$ cat src/rtl/rv32v_mem_lane_sequencer_if.sv
// Request and load/store-controller bundle for rv32v_mem_lane_sequencer.
// master = uop source plus LSC model, slave = the sequencer itself.
interface rv32v_mem_lane_sequencer_if #(
  parameter int NUM_LANES   = 4,
  parameter int BLOCK_WORDS = 2
);
  logic                       req_valid;
  logic                       req_ready;
  logic                       req_wen;
  logic                       req_ren;
  logic [1:0]                 req_eew;
  logic                       req_unit;
  logic [NUM_LANES-1:0]       req_mask;
  logic [NUM_LANES*32-1:0]    req_addr;
  logic [NUM_LANES*32-1:0]    req_wdata;
  logic                       lsc_wen;
  logic                       lsc_ren;
  logic [31:0]                lsc_addr;
  logic [BLOCK_WORDS*32-1:0]  lsc_wdata;
  logic [BLOCK_WORDS*4-1:0]   lsc_byte_en;
  logic                       lsc_ready;
  logic [BLOCK_WORDS*32-1:0]  lsc_rdata;
  logic                       done;
  logic [NUM_LANES*32-1:0]    load_data;
  logic [NUM_LANES-1:0]       lane_fault;

  modport master (
    output req_valid, req_wen, req_ren, req_eew, req_unit, req_mask, req_addr, req_wdata,
    input  req_ready,
    input  lsc_wen, lsc_ren, lsc_addr, lsc_wdata, lsc_byte_en,
    output lsc_ready, lsc_rdata,
    input  done, load_data, lane_fault
  );

  modport slave (
    input  req_valid, req_wen, req_ren, req_eew, req_unit, req_mask, req_addr, req_wdata,
    output req_ready,
    output lsc_wen, lsc_ren, lsc_addr, lsc_wdata, lsc_byte_en,
    input  lsc_ready, lsc_rdata,
    output done, load_data, lane_fault
  );
endinterface

$ cat src/rtl/rv32v_mem_lane_sequencer.sv
// Vector memory serializer: walks the active, aligned lanes of one uop and issues one LSC beat each.
// Define RV32V_SERIAL_COALESCE_EN to merge unit-strided eew32 lanes that share a dcache block into one beat.
module rv32v_mem_lane_sequencer #(
  parameter int NUM_LANES   = 4,
  parameter int BLOCK_WORDS = 2
) (
  input logic                       CLK,
  input logic                       nRST,
  rv32v_mem_lane_sequencer_if.slave bus
);
  localparam int BW_LOG = $clog2(BLOCK_WORDS);
  localparam int SLOT_W = (BLOCK_WORDS > 1) ? BW_LOG : 1;
  localparam int BE_W   = BLOCK_WORDS * 4;
  localparam int BD_W   = BLOCK_WORDS * 32;
  localparam int LD_W   = NUM_LANES * 32;

  localparam logic [1:0] ST_IDLE  = 2'd0;
  localparam logic [1:0] ST_ISSUE = 2'd1;
  localparam logic [1:0] ST_DONE  = 2'd2;

  function automatic logic misaligned(input logic [1:0] eew, input logic [31:0] a);
    case (eew)
      2'b00:   misaligned = 1'b0;
      2'b01:   misaligned = a[0];
      default: misaligned = (a[1:0] != 2'b00);
    endcase
  endfunction

  function automatic logic [SLOT_W-1:0] slot_of(input logic [31:0] a);
    slot_of = SLOT_W'((a >> 2) & 32'(BLOCK_WORDS - 1));
  endfunction

  // Lowest pending lane leads; with coalescing, later pending lanes in the same block join it.
  function automatic logic [NUM_LANES-1:0] beat_set(input logic [NUM_LANES-1:0] pend,
                                                    input logic [LD_W-1:0]      addrs,
                                                    input logic                 coal);
    logic        found;
    logic [31:0] base;
    beat_set = {NUM_LANES{1'b0}};
    found    = 1'b0;
    base     = 32'd0;
    for (int i = 0; i < NUM_LANES; i++) begin
      if (pend[i] && !found) begin
        beat_set[i] = 1'b1;
        found       = 1'b1;
        base        = addrs[i*32 +: 32];
      end else if (pend[i] && coal &&
                   ((addrs[i*32 +: 32] >> (BW_LOG + 2)) == (base >> (BW_LOG + 2)))) begin
        beat_set[i] = 1'b1;
      end else begin
        beat_set[i] = 1'b0;
      end
    end
  endfunction

  function automatic logic [31:0] lead_word(input logic [NUM_LANES-1:0] set,
                                            input logic [LD_W-1:0]      addrs);
    lead_word = 32'd0;
    for (int i = NUM_LANES - 1; i >= 0; i--) begin
      if (set[i]) lead_word = {addrs[i*32+2 +: 30], 2'b00};
    end
  endfunction

  function automatic logic [BE_W-1:0] beat_be(input logic [NUM_LANES-1:0] set,
                                              input logic [LD_W-1:0]      addrs,
                                              input logic [1:0]           eew);
    logic [31:0] a;
    logic [3:0]  be4;
    beat_be = {BE_W{1'b0}};
    for (int i = 0; i < NUM_LANES; i++) begin
      a = addrs[i*32 +: 32];
      case (eew)
        2'b00:   be4 = 4'b0001 << a[1:0];
        2'b01:   be4 = 4'b0011 << {a[1], 1'b0};
        default: be4 = 4'b1111;
      endcase
      if (set[i]) beat_be = beat_be | (BE_W'(be4) << {slot_of(a), 2'b00});
    end
  endfunction

  function automatic logic [BD_W-1:0] beat_wdata(input logic [NUM_LANES-1:0] set,
                                                 input logic [LD_W-1:0]      addrs,
                                                 input logic [LD_W-1:0]      wdatas,
                                                 input logic [1:0]           eew);
    logic [31:0] d;
    logic [31:0] rep;
    beat_wdata = {BD_W{1'b0}};
    for (int i = 0; i < NUM_LANES; i++) begin
      d = wdatas[i*32 +: 32];
      case (eew)
        2'b00:   rep = {4{d[7:0]}};
        2'b01:   rep = {2{d[15:0]}};
        default: rep = d;
      endcase
      if (set[i]) beat_wdata = beat_wdata | (BD_W'(rep) << {slot_of(addrs[i*32 +: 32]), 5'b00000});
    end
  endfunction

  function automatic logic [31:0] lane_load(input logic [BD_W-1:0] rdata,
                                            input logic [31:0]     a,
                                            input logic [1:0]      eew);
    logic [31:0] word;
    word = 32'(rdata >> {slot_of(a), 5'b00000});
    word = word >> {a[1:0], 3'b000};
    case (eew)
      2'b00:   lane_load = {24'd0, word[7:0]};
      2'b01:   lane_load = {16'd0, word[15:0]};
      default: lane_load = word;
    endcase
  endfunction

  logic [1:0]           state_r, state_nxt_s;
  logic                 wen_r, wen_nxt_s;
  logic [1:0]           eew_r, eew_nxt_s;
  logic [LD_W-1:0]      addr_r, addr_nxt_s;
  logic [LD_W-1:0]      wdata_r, wdata_nxt_s;
  logic [NUM_LANES-1:0] pend_r, pend_nxt_s;
  logic                 coal_r, coal_nxt_s;
  logic                 accept_s, retire_s;
  logic [NUM_LANES-1:0] ok_s, fault_s, cur_set_s, nxt_set_s;

  assign accept_s  = (state_r == ST_IDLE) & bus.req_valid & (bus.req_wen | bus.req_ren);
  assign retire_s  = (state_r == ST_ISSUE) & bus.lsc_ready;
  assign cur_set_s = beat_set(pend_r, addr_r, coal_r);
  assign nxt_set_s = beat_set(pend_nxt_s, addr_nxt_s, coal_nxt_s);

`ifdef RV32V_SERIAL_COALESCE_EN
  assign coal_nxt_s = accept_s ? (bus.req_unit & bus.req_eew[1]) : coal_r;

  // Coalescing qualifier latched with the uop.
  always_ff @(posedge CLK or negedge nRST) begin
    if (!nRST) coal_r <= 1'b0;
    else       coal_r <= coal_nxt_s;
  end
`else
  assign coal_nxt_s = 1'b0;
  assign coal_r     = 1'b0;
`endif

  // Split each requested lane into serviceable or faulted.
  always_comb begin
    ok_s    = {NUM_LANES{1'b0}};
    fault_s = {NUM_LANES{1'b0}};
    for (int i = 0; i < NUM_LANES; i++) begin
      fault_s[i] = bus.req_mask[i] & misaligned(bus.req_eew, bus.req_addr[i*32 +: 32]);
      ok_s[i]    = bus.req_mask[i] & ~misaligned(bus.req_eew, bus.req_addr[i*32 +: 32]);
    end
  end

  // Next-state and uop latch selection.
  always_comb begin
    state_nxt_s = state_r;
    pend_nxt_s  = pend_r;
    wen_nxt_s   = wen_r;
    eew_nxt_s   = eew_r;
    addr_nxt_s  = addr_r;
    wdata_nxt_s = wdata_r;
    case (state_r)
      ST_IDLE: begin
        if (accept_s) begin
          wen_nxt_s   = bus.req_wen;
          eew_nxt_s   = bus.req_eew;
          addr_nxt_s  = bus.req_addr;
          wdata_nxt_s = bus.req_wdata;
          pend_nxt_s  = ok_s;
          state_nxt_s = (ok_s == {NUM_LANES{1'b0}}) ? ST_DONE : ST_ISSUE;
        end else begin
          state_nxt_s = ST_IDLE;
        end
      end
      ST_ISSUE: begin
        if (retire_s) begin
          pend_nxt_s  = pend_r & ~cur_set_s;
          state_nxt_s = ((pend_r & ~cur_set_s) == {NUM_LANES{1'b0}}) ? ST_DONE : ST_ISSUE;
        end else begin
          state_nxt_s = ST_ISSUE;
        end
      end
      ST_DONE: state_nxt_s = ST_IDLE;
      default: state_nxt_s = ST_IDLE;
    endcase
  end

  // Control state, uop latches and handshake outputs.
  always_ff @(posedge CLK or negedge nRST) begin
    if (!nRST) begin
      state_r       <= ST_IDLE;
      pend_r        <= {NUM_LANES{1'b0}};
      wen_r         <= 1'b0;
      eew_r         <= 2'b00;
      addr_r        <= {LD_W{1'b0}};
      wdata_r       <= {LD_W{1'b0}};
      bus.req_ready <= 1'b1;
      bus.done      <= 1'b0;
    end else begin
      state_r       <= state_nxt_s;
      pend_r        <= pend_nxt_s;
      wen_r         <= wen_nxt_s;
      eew_r         <= eew_nxt_s;
      addr_r        <= addr_nxt_s;
      wdata_r       <= wdata_nxt_s;
      bus.req_ready <= (state_nxt_s == ST_IDLE);
      bus.done      <= (state_nxt_s == ST_DONE);
    end
  end

  // Beat outputs come from next-state values, so they are registered and hold across a stall.
  always_ff @(posedge CLK or negedge nRST) begin
    if (!nRST) begin
      bus.lsc_wen     <= 1'b0;
      bus.lsc_ren     <= 1'b0;
      bus.lsc_addr    <= 32'd0;
      bus.lsc_byte_en <= {BE_W{1'b0}};
      bus.lsc_wdata   <= {BD_W{1'b0}};
    end else if (state_nxt_s == ST_ISSUE) begin
      bus.lsc_wen     <= wen_nxt_s;
      bus.lsc_ren     <= ~wen_nxt_s;
      bus.lsc_addr    <= lead_word(nxt_set_s, addr_nxt_s);
      bus.lsc_byte_en <= beat_be(nxt_set_s, addr_nxt_s, eew_nxt_s);
      bus.lsc_wdata   <= beat_wdata(nxt_set_s, addr_nxt_s, wdata_nxt_s, eew_nxt_s);
    end else begin
      bus.lsc_wen     <= 1'b0;
      bus.lsc_ren     <= 1'b0;
      bus.lsc_addr    <= 32'd0;
      bus.lsc_byte_en <= {BE_W{1'b0}};
      bus.lsc_wdata   <= {BD_W{1'b0}};
    end
  end

  // Per-lane results: cleared on accept, filled as load beats retire.
  always_ff @(posedge CLK or negedge nRST) begin
    if (!nRST) begin
      bus.load_data  <= {LD_W{1'b0}};
      bus.lane_fault <= {NUM_LANES{1'b0}};
    end else if (accept_s) begin
      bus.load_data  <= {LD_W{1'b0}};
      bus.lane_fault <= fault_s;
    end else if (retire_s && !wen_r) begin
      for (int i = 0; i < NUM_LANES; i++) begin
        if (cur_set_s[i]) bus.load_data[i*32 +: 32] <= lane_load(bus.lsc_rdata, addr_r[i*32 +: 32], eew_r);
      end
    end
  end
endmodule

$ cat src/flat_wrapper.sv
// flat-port wrapper written by rule: the top's interface ports become plain ports
module rv32v_mem_lane_sequencer_flat 
#(
  parameter int NUM_LANES   = 4,
  parameter int BLOCK_WORDS = 2
)
  (CLK, nRST, bus_req_valid, bus_req_wen, bus_req_ren, bus_req_eew, bus_req_unit, bus_req_mask, bus_req_addr, bus_req_wdata, bus_req_ready, bus_lsc_wen, bus_lsc_ren, bus_lsc_addr, bus_lsc_wdata, bus_lsc_byte_en, bus_lsc_ready, bus_lsc_rdata, bus_done, bus_load_data, bus_lane_fault);
  rv32v_mem_lane_sequencer_if #(.NUM_LANES(NUM_LANES), .BLOCK_WORDS(BLOCK_WORDS)) bus_i ();
  input logic CLK;
  input logic nRST;
  input wire logic [$bits(bus_i.req_valid)-1:0] bus_req_valid;
  input wire logic [$bits(bus_i.req_wen)-1:0] bus_req_wen;
  input wire logic [$bits(bus_i.req_ren)-1:0] bus_req_ren;
  input wire logic [$bits(bus_i.req_eew)-1:0] bus_req_eew;
  input wire logic [$bits(bus_i.req_unit)-1:0] bus_req_unit;
  input wire logic [$bits(bus_i.req_mask)-1:0] bus_req_mask;
  input wire logic [$bits(bus_i.req_addr)-1:0] bus_req_addr;
  input wire logic [$bits(bus_i.req_wdata)-1:0] bus_req_wdata;
  output wire logic [$bits(bus_i.req_ready)-1:0] bus_req_ready;
  output wire logic [$bits(bus_i.lsc_wen)-1:0] bus_lsc_wen;
  output wire logic [$bits(bus_i.lsc_ren)-1:0] bus_lsc_ren;
  output wire logic [$bits(bus_i.lsc_addr)-1:0] bus_lsc_addr;
  output wire logic [$bits(bus_i.lsc_wdata)-1:0] bus_lsc_wdata;
  output wire logic [$bits(bus_i.lsc_byte_en)-1:0] bus_lsc_byte_en;
  input wire logic [$bits(bus_i.lsc_ready)-1:0] bus_lsc_ready;
  input wire logic [$bits(bus_i.lsc_rdata)-1:0] bus_lsc_rdata;
  output wire logic [$bits(bus_i.done)-1:0] bus_done;
  output wire logic [$bits(bus_i.load_data)-1:0] bus_load_data;
  output wire logic [$bits(bus_i.lane_fault)-1:0] bus_lane_fault;
  assign bus_i.req_valid = bus_req_valid;
  assign bus_i.req_wen = bus_req_wen;
  assign bus_i.req_ren = bus_req_ren;
  assign bus_i.req_eew = bus_req_eew;
  assign bus_i.req_unit = bus_req_unit;
  assign bus_i.req_mask = bus_req_mask;
  assign bus_i.req_addr = bus_req_addr;
  assign bus_i.req_wdata = bus_req_wdata;
  assign bus_req_ready = bus_i.req_ready;
  assign bus_lsc_wen = bus_i.lsc_wen;
  assign bus_lsc_ren = bus_i.lsc_ren;
  assign bus_lsc_addr = bus_i.lsc_addr;
  assign bus_lsc_wdata = bus_i.lsc_wdata;
  assign bus_lsc_byte_en = bus_i.lsc_byte_en;
  assign bus_i.lsc_ready = bus_lsc_ready;
  assign bus_i.lsc_rdata = bus_lsc_rdata;
  assign bus_done = bus_i.done;
  assign bus_load_data = bus_i.load_data;
  assign bus_lane_fault = bus_i.lane_fault;
  rv32v_mem_lane_sequencer #(.NUM_LANES(NUM_LANES), .BLOCK_WORDS(BLOCK_WORDS)) u_core (.CLK(CLK), .nRST(nRST), .bus(bus_i));
endmodule
$ cat config.mk
export PLATFORM = sky130hd
export DESIGN_NAME = rv32v_mem_lane_sequencer_flat
export DESIGN_NICKNAME = d
export VERILOG_FILES = /design/src/rtl/rv32v_mem_lane_sequencer_if.sv /design/src/rtl/rv32v_mem_lane_sequencer.sv /design/src/flat_wrapper.sv
export SDC_FILE = /design/constraint.sdc
export NUM_CORES = 1
export LEC_CHECK = 0
export CAP_MARGIN = 0
export CORE_UTILIZATION = 52
export DETAILED_ROUTE_END_ITERATION = 8
export GPL_TIMING_DRIVEN = 1
export PLACE_DENSITY_LB_ADDON = 0.1
export SLEW_MARGIN = 20
export SYNTH_ARGS = -nofsm -noshare
export SYNTH_HDL_FRONTEND = slang
export SYNTH_SLANG_ARGS = --single-unit
export TNS_END_PERCENT = 10
$ cat constraint.sdc
create_clock -name CLK -period 3.2 [get_ports CLK]
set_clock_uncertainty 0.1 [all_clocks]
set_input_delay 0.48 -clock CLK [delete_from_list [all_inputs] [get_ports CLK]]
set_output_delay 0.48 -clock CLK [all_outputs]
set_load 0.1 [all_outputs]
# After elaboration in Yosys (flattened, before gate mapping)
# Index checks and enable logic that the tools add are counted.
[op_classes]
n_mux = 81
shift = 24
bitwise_logic = 25
eq_ne = 6
n_reduce_logical = 34
[ops]
columns = ["operator", "n"]
rows = [
  ["$mux 128", 6],
  ["$mux 64", 8],
  ["$pmux 32 s2", 8],
  ["$mux 32", 13],
  ["$shl 32x6->64", 4],
  ["$shr 64x6->32", 4],
  ["$or 64x64->64", 3],
  ["$shr 32x5->32", 4],
  ["$mux 8", 8],
  ["$pmux 4 s2", 5],
  ["$shl 4x3->8", 4],
  ["$mux 4", 6],
  ["$or 8x8->8", 3],
  ["$reduce_bool 2->1", 9],
  ["$mux 1", 16],
  ["$shl 1x2->4 const A", 4],
  ["$shl 2x2->4 const A", 4],
  ["$mux 2", 6],
  ["$and 1x1->1", 11],
  ["$eq 2x1->1 const B", 5],
  ["$logic_not 2->1", 5],
  ["$logic_not 4->1", 2],
  ["$pmux 1 s2", 4],
  ["$reduce_and 2->1", 4],
  ["8 further kinds", 24],
]
[totals]
elab_cells = 188
register_bits = 505
out_inout_bits = 240
input_bits = 333

# Depth between registers and ports, before layout
[depth]
depth_word = 30
mapped_depth = 10
ltp_nobuf = 7

# Least setup slack after synthesis
# OpenSTA, ideal clock, no wires.
[synth_path]
path_kind = "input to register"
start = "input bus_req_valid"
end = "register u_core.bus.lsc_wdata[7]"
required_ns = 2.964
path_slack_ns = 0.761
path_buffers = 3
setup_ns = 0.136
stages = 9
arrival_ns = 2.203
cell_sequence = "or3b_4 > nor2_2 > buf_2 > nor2_1 > a22o_1 > buf_2 > clkbuf_1 > a222oi_1 > a21oi_1"
[synth_via]
elab_chain_len = 18
elab_cells_between_ends = 46
classes_between = "eq/ne: 1; shift: 4; mux: 30; bitwise: 5; reduce/logical: 6"
[synth_rtl]
columns = ["item", "line", "text"]
rows = [
  ["from (decl)", "flat_wrapper.sv:11", "input wire logic [$bits(bus_i.req_valid)-1:0] bus_req_valid;"],
  ["$and 1x1->1 * (2 in a row)", "rv32v_mem_lane_sequencer.sv:122", "assign accept_s = (state_r == ST_IDLE) & bus.req_valid & (bus.req_wen | bus.req_ren);"],
  ["$mux 128", "rv32v_mem_lane_sequencer.sv:160", "if (accept_s) begin"],
  ["$mux 128", "rv32v_mem_lane_sequencer.sv:158", "case (state_r)"],
  ["$pmux 32 s2", "rv32v_mem_lane_sequencer.sv:90", "case (eew)"],
  ["$mux 32", "rv32v_mem_lane_sequencer.sv:215", "end else if (state_nxt_s == ST_ISSUE) begin"],
  ["$shl 32x6->64", "rv32v_mem_lane_sequencer.sv:95", "if (set[i]) beat_wdata = beat_wdata | (BD_W'(rep) << {slot_of(addrs[i*32 +: 32]), 5'b00000});"],
  ["$mux 64", "rv32v_mem_lane_sequencer.sv:95", ""],
  ["$mux 64", "rv32v_mem_lane_sequencer.sv:215", ""],
  ["$or 64x64->64", "rv32v_mem_lane_sequencer.sv:95", ""],
  ["$mux 64", "rv32v_mem_lane_sequencer.sv:95", ""],
  ["$mux 64", "rv32v_mem_lane_sequencer.sv:215", ""],
  ["$or 64x64->64", "rv32v_mem_lane_sequencer.sv:95", ""],
  ["$mux 64", "rv32v_mem_lane_sequencer.sv:95", ""],
  ["$mux 64", "rv32v_mem_lane_sequencer.sv:215", ""],
  ["$or 64x64->64", "rv32v_mem_lane_sequencer.sv:95", ""],
  ["$mux 64", "rv32v_mem_lane_sequencer.sv:95", ""],
  ["$mux 64 *", "rv32v_mem_lane_sequencer.sv:215", ""],
  ["to (signal assigned)", "rv32v_mem_lane_sequencer.sv:214", "bus.lsc_wdata <= {BD_W{1'b0}};"],
  ["to (signal assigned)", "rv32v_mem_lane_sequencer.sv:220", "bus.lsc_wdata <= beat_wdata(nxt_set_s, addr_nxt_s, wdata_nxt_s, eew_nxt_s);"],
  ["to (signal assigned)", "rv32v_mem_lane_sequencer.sv:226", "bus.lsc_wdata <= {BD_W{1'b0}};"],
  ["to (decl)", "rv32v_mem_lane_sequencer_if.sv:38", "output lsc_wen, lsc_ren, lsc_addr, lsc_wdata, lsc_byte_en,"],
]
# Every way passes the cells marked *; elsewhere a longest branch is shown, timed or not. The select of a mux whose other input is x is not followed.
# A chain may end at the register's enable or synchronous reset.

# Worst setup path after layout
[layout_path]
start = "register u_core.state_r[1]"
end = "register u_core.bus.lsc_wdata[58]"
[layout_via]
elab_chain_len = 20
elab_cells_between_ends = 55
classes_between = "eq/ne: 3; shift: 4; mux: 34; bitwise: 6; reduce/logical: 8"
[layout_rtl]
columns = ["item", "line", "text"]
rows = [
  ["from (decl)", "rv32v_mem_lane_sequencer.sv:112", "logic [1:0] state_r, state_nxt_s;"],
  ["from (signal assigned)", "rv32v_mem_lane_sequencer.sv:196", "state_r <= state_nxt_s;"],
  ["$logic_not 2->1", "rv32v_mem_lane_sequencer.sv:122, rv32v_mem_lane_sequencer.sv:158", ""],
  ["$and 1x1->1 (2 in a row)", "rv32v_mem_lane_sequencer.sv:122", ""],
  ["$mux 2", "rv32v_mem_lane_sequencer.sv:160", ""],
  ["$mux 2", "rv32v_mem_lane_sequencer.sv:158", ""],
  ["$eq 2x1->1 or $logic_not 2->1 (tied branches)", "rv32v_mem_lane_sequencer.sv:90", ""],
  ["$pmux 32 s2", "rv32v_mem_lane_sequencer.sv:90", ""],
  ["$mux 32", "rv32v_mem_lane_sequencer.sv:215", ""],
  ["$shl 32x6->64", "rv32v_mem_lane_sequencer.sv:95", ""],
  ["[... 3 more ...]", "--", ""],
  ["$mux 64", "rv32v_mem_lane_sequencer.sv:95", ""],
  ["$mux 64", "rv32v_mem_lane_sequencer.sv:215", ""],
  ["$or 64x64->64", "rv32v_mem_lane_sequencer.sv:95", ""],
  ["$mux 64", "rv32v_mem_lane_sequencer.sv:95", ""],
  ["$mux 64", "rv32v_mem_lane_sequencer.sv:215", ""],
  ["$or 64x64->64", "rv32v_mem_lane_sequencer.sv:95", ""],
  ["$mux 64", "rv32v_mem_lane_sequencer.sv:95", ""],
  ["$mux 64 *", "rv32v_mem_lane_sequencer.sv:215", ""],
]
# Marked as above.

==> results.yml <==
outcome:
  status: "finished with violations"
  violations: "design-rule violations"
grt:
  track_usage_pct: 39.7
  grt_pass1_wl_um: 157000
  antenna_found_initial: 25
  grt_max_degree: 104
  grt_pass1_vias: 25003
  grt_overflow_total: 0
clocking:
  root_buffer: "clkbuf_16"
  cts_buffer_depth: 3
  cts-resized-gates: 0
  cts_buffers: 54
  cts_tree: "built"
  clk_latency_ns: 0.62
  clkSinkCount: 503
  clk_pin_slew_ns: 0.06
  htreeDepth: 2
critical_path:
  crit_path_max_fanout: 28
  worst_ep_arrival_time_ns: 3.22
  crit_type: "flip-flop to flip-flop"
  cp-start-kind: "flip-flop"
  endpoint_kind: "flip-flop"
  cp.required_ns: 3.58
detailed_routing:
  drt_iter0_drc: 3367
  drc: 5
  drt_wl_total_um: 106000
  vias_per_cell: 6.23
  vias: 25612
  wl_per_cell_um: 25.8
  first_pass_iters: 9
  ant_nets: 0
logic_synthesis:
  yosysSeqAreaShare_pct: 46.6
  syn_area_um2: 27000
  postSynthAreaPerCell_um2: 9.70
  synth_top_area_cell: "dfrtp_1"
  ys_ff_latch: 503
  synth.area.top_cells: "dfrtp_1 47%, nand2_1 10%, mux2i_1 9.5%"
  synth-main-ff-cell: "dfrtp_1"
  ys_warn_count: 0
  synth.distinct_cells: 65
  async_flop_share_pct: 100
  netlist_instances: 2782
  synth-edff-count: 0
  synth_top_area_share_pct: 46.5
final_layout:
  syn2layout_area_growth_pct: 32.9
  fin_area_um2: 35900
  layout.nets: 3706
  layout-drive-gt1-share_pct: 19.8
flow_run:
  timing.max_cap.violations: 0
timing:
  maxSlewHeadroom_pct: 28.9
  max_slew.worst_pin.slew_ns: 1.06
  fmax_mhz: 352
  fin_crit_ns: 2.84
  finalHoldViolations: 0
  rsz0062_at_grt: "no"
  layout_setup_ws_ns: 0.358
  period_share_pct: 88.8
  setup_viol: 0
  drv_slew: 0
floorplanning:
  ios: 573
  die_h_um: 230
  die_w_um: 230
  die_area_um2: 52800
  initial_core_util_pct: 52.6
  core_area_um2: 51300
  rows: 83
placed_design:
  place_area_um2: 34000
  io_buffer_count: 569
  gp_congestion: 1.03
  post-dp-hpwl_um: 77000
  dp_slack_ns: -0.0899
power:
  power_density_nw_per_um2: 1070
  ir_worst_vdd_mv: 0.750
  p_leak_nw: 16.9
  power_w: 0.0383
worst_hold_path:
  hp-class: "primary input to flip-flop"
-- path summary, 6_finish.rpt --
check | depth (start not counted) | start | slack (ns) | endpoint
setup reg to reg | 6 | u_core.state_r[1]$_DFF_PN0_ | 0.36 | u_core.bus.lsc_wdata[58]$_DFF_PN0_
setup / recovery | 6 | u_core.state_r[1]$_DFF_PN0_ | 0.36 | u_core.bus.lsc_wdata[58]$_DFF_PN0_
hold / removal | 5 | bus_req_eew[0] | 0.21 | u_core.bus.lane_fault[1]$_DFFE_PN0P_
min in group asynchronous | 2 | nRST | 0.26 | u_core.bus.load_data[2]$_DFFE_PN0P_
max in group asynchronous | 4 | nRST | 1.74 | u_core.bus.load_data[9]$_DFFE_PN0P_
hold reg to reg | 2 | u_core.addr_r[59]$_DFF_PN0_ | 0.37 | u_core.addr_r[59]$_DFF_PN0_
-- synth_stat cells, types with 2 or more instances --
library cell	n
o21ai_1	3
a221oi_1	29
nor4_1	32
a21oi_1	157
nand2b_1	2
a31oi_1	7
nand3_1	41
inv_1	77
buf_4	6
nor2b_1	64
a32o_1	3
mux2_2	17
nand2_1	754
buf_6	4
inv_2	2
mux2i_1	255
or3_1	3
nor3_2	3
nor3_1	42
nand3b_1	4
o21a_1	2
buf_2	52
a222oi_1	72
o31ai_1	17
o21ai_2	3
or2_2	3
nor2_1	68
buf_1	34
mux4_2	96
a22o_1	44
clkbuf_1	137
a211oi_1	35
o211ai_1	34
and2_1	4
o21ai_0	129
dfrtp_1	502
a22oi_1	17
-- area by class of cell --
cell class                      instances  area [um^2]
Clock buffer                           76         1540
Antenna cell                           16         40.0
Tap cell                              680          851
Sequential cell                       503        12600
Fill cell                            3989        15400
Multi-Input combinational cell       1967        13200
Timing Repair Buffer                  767         7100
Inverter                               80          300
Clock inverter                         23          265
-- power by group --
| group | switching [W] | leakage [nW] | total (W) | internal (W) |
|---|---|---|---|---|
| clock network | 0.00270 | 0.895 | 0.00645 | 0.00375 |
| logic | 0.0145 | 9.50 | 0.0217 | 0.00722 |
| registers | 0.00158 | 6.52 | 0.0102 | 0.00863 |
-- placed cells by master, fill, tap and decap left out, types with 42 or more instances in the layout --
cell	synthesis	routed
buf_4	6	394
a222oi_1	72	72
nor2b_1	64	64
o21ai_0	129	129
a22o_1	44	44
nand2_1	754	754
inv_1	77	77
a21oi_1	157	153
mux4_2	96	96
nor2_1	68	65
nor3_1	42	42
dfrtp_1	502	496
clkdlybuf4s50_1	0	328
clkbuf_16	0	55
mux2i_1	255	255
-- registers in the layout, indices dropped and copies added (netlist names), 2 cells and up --
register                flops
u_core.bus.lsc_byte_en      8
u_core.bus.lsc_addr        30
u_core.wdata_r            128
u_core.bus.lane_fault       4
u_core.eew_r                2
u_core.bus.lsc_wdata       64
u_core.pend_r               4
u_core.state_r              2
u_core.bus.load_data      128
u_core.addr_r             128
-- per-layer routing --
layer / GRT usage [%] / vias to the layer above / part of all wire [%]
met2: 62.3 / 1571 / 46
met3: 9.92 / 375 / 9.7
li1: - / 11136 / -
met1: 49.1 / 12512 / 36
met4: 25.6 / 18 / 7.4
met5: 0 / - / 0.092
-- logic make-up (layout without fill, tap and decap cells) --
kind of cell    after synthesis  count (layout)  share of synthesized area [%]
simple gates               1030            1030                           16.1
compound gates              563             563                           14.1
flops                       503             503                           46.6
mux                         369             369                           18.3
buf+inv                     313             946                           4.79
fa+ha+maj                     2               2                         0.0788
other cells                   1              18                         0.0139
xor+xnor                      1               1                         0.0325
-- worst max-delay path, cell delays in order (launching register included) --
cell      delay, ns
dfrtp_1        0.44
or3b_4         0.48
nor2_4         0.27
buf_4          0.39
o21ai_0        0.24
a222oi_1       0.64
a21oi_1        0.15
-- stage by stage --
step	instances	setup TNS (ns)	util [%]	hold WS, ns
final	4112	0	69.9	0.215
after global routing	4108	0	69.9	0.260
after CTS	4096	0	69.9	0.183
after detailed placement	3996	-0.335	66.3	0.310
after global placement	3996	-0.0110	66.3	0.316
after floorplan	2783	0	-	0.0844
-- repair_timing --
action                                  CTS  global route
setup buffers                             0             0
endpoints found under the setup margin    0             0
hold endpoints to repair                 32             0
hold buffers                              1             0
No activity file was read; power rests on OpenSTA's default activity.
